$ cat src/rtl/ifu_prefetch_queue.sv
`default_nettype none
// +--------------------------------------------------------------------------+
// | ifu_prefetch_queue : AXI4 sequential instruction prefetcher + PC FIFO     |
// | Revision 1.0                                                              |
// +--------------------------------------------------------------------------+
module ifu_prefetch_queue #(
  parameter logic [31:0] RESET_PC        = 32'h3000_0000,
  parameter int          DEPTH           = 4,
  parameter int          MAX_OUTSTANDING = 2
) (
  input  logic        clk_i,
  input  logic        rst_ni,
  input  logic        redirect_valid_i,
  input  logic [31:0] redirect_pc_i,
  output logic        out_valid_o,
  input  logic        out_ready_i,
  output logic [31:0] out_pc_o,
  output logic [31:0] out_inst_o,
  output logic        out_err_o,
  output logic        arvalid_o,
  input  logic        arready_i,
  output logic [31:0] araddr_o,
  output logic [3:0]  arid_o,
  output logic [7:0]  arlen_o,
  output logic [2:0]  arsize_o,
  output logic [1:0]  arburst_o,
  input  logic        rvalid_i,
  output logic        rready_o,
  input  logic [31:0] rdata_i,
  input  logic [1:0]  rresp_i,
  input  logic        rlast_i,
  input  logic [3:0]  rid_i
);

  localparam int CNT_W = $clog2(DEPTH + 1);
  localparam int OUT_W = $clog2(MAX_OUTSTANDING + 1);
  localparam int PTR_W = $clog2(DEPTH);
  localparam int PQ_W  = (MAX_OUTSTANDING > 1) ? $clog2(MAX_OUTSTANDING) : 1;

  logic [31:0]      fetch_pc_q, araddr_q;
  logic             arvalid_q;
  logic [CNT_W-1:0] count_q, count_d;
  logic [PTR_W-1:0] rd_ptr_q, wr_ptr_q;
  logic [OUT_W-1:0] n_out_q, n_out_d, n_drop_q, n_drop_d;
  logic [PQ_W-1:0]  pq_wr_q, pq_rd_q;
  logic [31:0]      pq_mem_q   [MAX_OUTSTANDING];
  logic [31:0]      pc_mem_q   [DEPTH];
  logic [31:0]      inst_mem_q [DEPTH];
  logic             err_mem_q  [DEPTH];

  logic        ar_hs, ar_pend, out_hs, r_push, issue;
  logic [31:0] next_base;
  logic        unused_axi;

  function automatic logic [PQ_W-1:0] pq_next(input logic [PQ_W-1:0] p);
    return (int'(p) == MAX_OUTSTANDING - 1) ? '0 : p + PQ_W'(1);
  endfunction

  always_comb begin
    ar_hs   = arvalid_q & arready_i;
    ar_pend = arvalid_q & ~arready_i;
    out_hs  = out_valid_o & out_ready_i;
    // A beat in the redirect cycle is stale by definition; n_drop_d absorbs it.
    r_push  = rvalid_i & ~redirect_valid_i & (n_drop_q == '0);
    n_out_d = n_out_q + OUT_W'(ar_hs) - OUT_W'(rvalid_i);
    if (redirect_valid_i)
      n_drop_d = n_out_d + OUT_W'(ar_pend);
    else if (rvalid_i && (n_drop_q != '0))
      n_drop_d = n_drop_q - OUT_W'(1);
    else
      n_drop_d = n_drop_q;
    count_d   = redirect_valid_i ? '0 : (count_q + CNT_W'(r_push) - CNT_W'(out_hs));
    next_base = redirect_valid_i ? redirect_pc_i : fetch_pc_q;
    // Budget on post-update counters so every live response has a FIFO slot.
    issue = (!arvalid_q || ar_hs)
          && (int'(n_out_d) < MAX_OUTSTANDING)
          && ((int'(count_d) + int'(n_out_d) - int'(n_drop_d)) < DEPTH);
  end

  assign out_valid_o = (count_q != '0);
  assign out_pc_o    = pc_mem_q[rd_ptr_q];
  assign out_inst_o  = inst_mem_q[rd_ptr_q];
  assign out_err_o   = err_mem_q[rd_ptr_q];
  assign arvalid_o   = arvalid_q;
  assign araddr_o    = araddr_q;
  assign arid_o      = 4'd0;
  assign arlen_o     = 8'd0;
  assign arsize_o    = 3'b010;
  assign arburst_o   = 2'b01;
  assign rready_o    = 1'b1;
  assign unused_axi  = ^{rlast_i, rid_i};

  always_ff @(posedge clk_i or negedge rst_ni) begin
    if (!rst_ni) begin
      fetch_pc_q <= RESET_PC;
      araddr_q   <= '0;
      arvalid_q  <= 1'b0;
      count_q    <= '0;
      rd_ptr_q   <= '0;
      wr_ptr_q   <= '0;
      n_out_q    <= '0;
      n_drop_q   <= '0;
      pq_wr_q    <= '0;
      pq_rd_q    <= '0;
      for (int i = 0; i < MAX_OUTSTANDING; i++) pq_mem_q[i] <= '0;
      for (int i = 0; i < DEPTH; i++) begin
        pc_mem_q[i]   <= '0;
        inst_mem_q[i] <= '0;
        err_mem_q[i]  <= 1'b0;
      end
    end else begin
      count_q  <= count_d;
      n_out_q  <= n_out_d;
      n_drop_q <= n_drop_d;
      if (issue) begin
        arvalid_q  <= 1'b1;
        araddr_q   <= next_base;
        fetch_pc_q <= next_base + 32'd4;
      end else begin
        if (ar_hs) arvalid_q <= 1'b0;
        if (redirect_valid_i) fetch_pc_q <= redirect_pc_i;
      end
      if (ar_hs) begin
        pq_mem_q[pq_wr_q] <= araddr_q;
        pq_wr_q           <= pq_next(pq_wr_q);
      end
      if (rvalid_i) pq_rd_q <= pq_next(pq_rd_q);
      if (redirect_valid_i) begin
        rd_ptr_q <= '0;
        wr_ptr_q <= '0;
      end else begin
        if (r_push) begin
          pc_mem_q[wr_ptr_q]   <= pq_mem_q[pq_rd_q];
          inst_mem_q[wr_ptr_q] <= rdata_i;
          err_mem_q[wr_ptr_q]  <= (rresp_i != 2'b00);
          wr_ptr_q             <= wr_ptr_q + PTR_W'(1);
        end
        if (out_hs) rd_ptr_q <= rd_ptr_q + PTR_W'(1);
      end
    end
  end

endmodule
`default_nettype wire

$ cat config.mk
export PLATFORM = sky130hd
export DESIGN_NAME = ifu_prefetch_queue
export DESIGN_NICKNAME = d
export VERILOG_FILES = /design/src/rtl/ifu_prefetch_queue.sv
export SDC_FILE = /design/constraint.sdc
export NUM_CORES = 1
export LEC_CHECK = 0
export CAP_MARGIN = 10
export CELL_PAD_IN_SITES_DETAIL_PLACEMENT = 0
export CELL_PAD_IN_SITES_GLOBAL_PLACEMENT = 1
export CORE_MARGIN = 2
export CORE_UTILIZATION = 42
export DETAILED_ROUTE_END_ITERATION = 6
export PLACE_DENSITY = 0.84
export SETUP_SLACK_MARGIN = 0.02
export SYNTH_ARGS = -nofsm -noshare
export SYNTH_HDL_FRONTEND = slang
export SYNTH_SLANG_ARGS = --single-unit
export TNS_END_PERCENT = 100
$ cat constraint.sdc
create_clock -name clk_i -period 4.9 [get_ports clk_i]
set_clock_uncertainty 0.1 [all_clocks]
set_input_delay 0.98 -clock clk_i [delete_from_list [all_inputs] [get_ports clk_i]]
set_output_delay 0.98 -clock clk_i [all_outputs]
set_load 0.01 [all_outputs]
==> qor.yml <==
hold_path.startpoint: "pc_mem_q[16]$_DFFE_PN0P_"
finalInstanceArea_mm2: 0.0219
clkTransAtPathRegs_ns: 0.06
synthMuxAreaShare: 0.244
critPathCaptureType: "register"
vias_per_cell: 5.24
final_antenna_net_count: 0
dpl.hpwl_mm: 25.3
p_per_area_mw_per_mm2: 655
crit_path_top_delay_cell: "fa_1"
wl_met3_mm: 1.85
layout.cells.non_filler: 2126
synth.largest_area_cell: "dfrtp_1"
synth_adder_area_share: 0.0135
critPathArrivalTime_ns: 5.10
area_growth_pct: 22.4
slew_headroom: 0.310
synth_flop_cell: "dfrtp_1"
wl_per_cell_um: 18.3
die_h_um: 210
numClockSinks: 402
initial_core_util: 0.426
crit_type: "in2reg"
critPathRequiredTime_ns: 5.25
synth_compound_area_frac: 0.0563
fin_crit_sh: 0.970
clockRootBuffer: "clkbuf_16"
fin_nets: 1647
dp.cells: 2039
cp-start-kind: "primary input"
cts_tree: "yes"
reg2reg_depth: 20
peakVddDrop_mv: 0.565
slew_viol_final: 0
place_congestion: 0.849
fmax_mhz: 210
r2r-start: "count_q[1]$_DFF_PN0_"
maxCapViolCount: 0
core_area_mm2: 0.0419
drive_gt1_frac: 0.273
clk_latency_ns: 0.57
synth_edf_count: 0
postCtsHoldBufs: 0
rows: 75
worst_pin_slew_ns: 1.03
drt_wl_total_mm: 38.9
grt.total_usage: 0.182
tns_ns: 0
synthTopCellsByArea: "dfrtp_1, mux2_2, mux4_2"
cts_buffers: 44
synth_cells: 1373
setup_violations: 0
reg2reg_slack_ns: 0.15
yosysSeqAreaShare: 0.563
yosys_warnings: 0
grt_antenna_before_repair: 0
met2_length_mm: 18.4
p_leak_nw: 9.67
finalCriticalPeriod_ns: 4.75
fp.dieW_um: 210
grt_max_degree: 104
grt_pass1_wl_mm: 63.7
m1WireLength_mm: 17.9
drt_first_iter_violations: 561
slowest_delay_ns: 0.48
synth_top_cell_area_share: 0.560
synth_area_mm2: 0.0179
hold_path_end: "pc_mem_q[16]$_DFFE_PN0P_"
yosysMostFrequentCell: "dfrtp_1"
fillCellCount: 3603
diodes: 0
h-tree-depth: 2
rsz0062_at_grt: "no"
hold_viol: 0
port_buffers: 170
avgSynthCellArea_um2: 13.0
fin_ws_ns: 0.147
drcViolationCount: 0
cts.path.max_buffers: 3
placed_cell_area_mm2: 0.0203
hp-class: "reg2reg"
synth-simple-area-share: 0.0687
ios: 194
ys_async_sr_fraction: 1.00
status: "finished, final reports clean"
ys_types: 56
dp_slack_ns: -0.769
synthXorXnorAreaFrac: 0.0214
yosys_register_bits: 402
synth_top_family_by_area: "multiplexers"
whs_path_depth: 2
rr_endpoint: "fetch_pc_q[21]$_DFF_PN0_"
highest_layer: "met4"
gr-total-overflow: 0
worstPathMaxFanout: 5
cp_cell_sequence: "clkdlybuf4s15_1 -> nand2_2 -> nor2_4 -> inv_1 -> ha_4 -> inv_2 -> ha_4 -> inv_2 -> fa_1 -> or2_4 -> fa_1 -> inv_1 -> ha_1 -> and4bb_2 -> buf_4 -> o21ai_2 -> nand2_2 -> a311oi_4 -> buf_6 -> nand4_1 -> xor2_1 -> mux2i_1"
first_global_vias: 11800
die-area_mm2: 0.0442
yosys-top-cells-count: "dfrtp_1, mux2_2, nand2_1"
routed-via-count: 11100
drtPass1Iterations: 4
[how the worst max path moves through the flow]
stage	endpoint	startpoint	slack, ns	cells past startpoint
3_5_place_dp	fetch_pc_q[21]$_DFF_PN0_	rvalid_i	-0.77	22
5_1_grt	fetch_pc_q[27]$_DFF_PN0_	count_q[1]$_DFF_PN0_	0.0008	19
6_report	fetch_pc_q[21]$_DFF_PN0_	rvalid_i	0.15	22
3_3_place_gp	fetch_pc_q[21]$_DFF_PN0_	rvalid_i	-0.66	22
2_1_floorplan	fetch_pc_q[27]$_DFF_PN0_	redirect_valid_i	-0.25	21
4_1_cts	fetch_pc_q[27]$_DFF_PN0_	rvalid_i	0.03	21
[layout by cell type, fill, tap and decap left out, drive strengths merged, types with 3 or more instances in the layout]
cell type        n
nand2          163
buf             51
xnor2           18
nor2            43
a21oi           34
inv             27
o21ai          141
mux2           199
and4             3
or2              3
clkbuf          62
nor3             5
nand4            9
clkinv          11
nor2b            3
conb            18
and3             3
dfrtp          400
xor2            23
nand4b           3
nand3           24
clkdlybuf4s50  165
a31oi            4
mux2i           64
mux4            65
ha              16
[sequential cells by signal (all words and copies together) (netlist names), 3 cells and up]
name	flops
araddr_o	32
pc_mem_q	128
fetch_pc_q	32
inst_mem_q	128
pq_mem_q	64
count_q	3
err_mem_q	4
[per-layer routing]
layer / vias to the layer above / GRT usage
met4: 0 / 0.0438
met3: 41 / 0.0392
met1: 5696 / 0.250
met2: 214 / 0.297
li1: 5193 / -
met5: - / 0
[metrics by stage]
| step | power (W) | utilization | hold WS, ns |
|---|---|---|---|
| after floorplan | 0.00847 | - | 0.345 |
| after global placement | 0.0108 | 0.484 | 0.356 |
| after detailed placement | 0.0110 | 0.484 | 0.366 |
| after CTS | 0.0144 | 0.520 | 0.379 |
| after global routing | 0.0153 | 0.521 | 0.400 |
| final | 0.0143 | 0.521 | 0.374 |
[cell type report]
| class | instances | area (µm²) | area share |
|---|---|---|---|
| multi-input cells | 863 | 7410 | 0.339 |
| repair buffers | 219 | 2170 | 0.0995 |
| inverters | 22 | 83.8 | 0.00384 |
| clock buffers | 62 | 1250 | 0.0571 |
| clock inverters | 19 | 195 | 0.00893 |
| flip-flops and latches | 402 | 10100 | 0.461 |
| well taps | 539 | 674 | 0.0309 |
[power by group]
part	internal, W	switching, W
Sequential	0.00443	0.000789
Clock	0.00191	0.00136
Combinational	0.00323	0.00260
Total	0.00957	0.00475
[cells by family after synthesis]
kind of cell	after synthesis
other	2
buffers and inverters	124
XOR/XNOR	42
multiplexers	328
AND/OR/NAND/NOR	270
adder cells (fa/ha/maj)	18
flip-flops	402
AO/OA/AOI/OAI	187
[worst max-delay path: cells and delay by family]
kind,cells,cell delay [ns]
adder cells (fa/ha/maj),5,1.58
AND/OR/NAND/NOR,6,0.92
buffers and inverters,7,0.79
AO/OA/AOI/OAI,2,0.53
XOR/XNOR,1,0.23
multiplexers,1,0.10
[what timing repair did]
item,4_1_cts,5_1_grt
gates resized for setup,10,12
buffers inserted,5,1
pin swaps,10,10
setup endpoints to repair,18,42
Power figures use the tool's default switching activity.
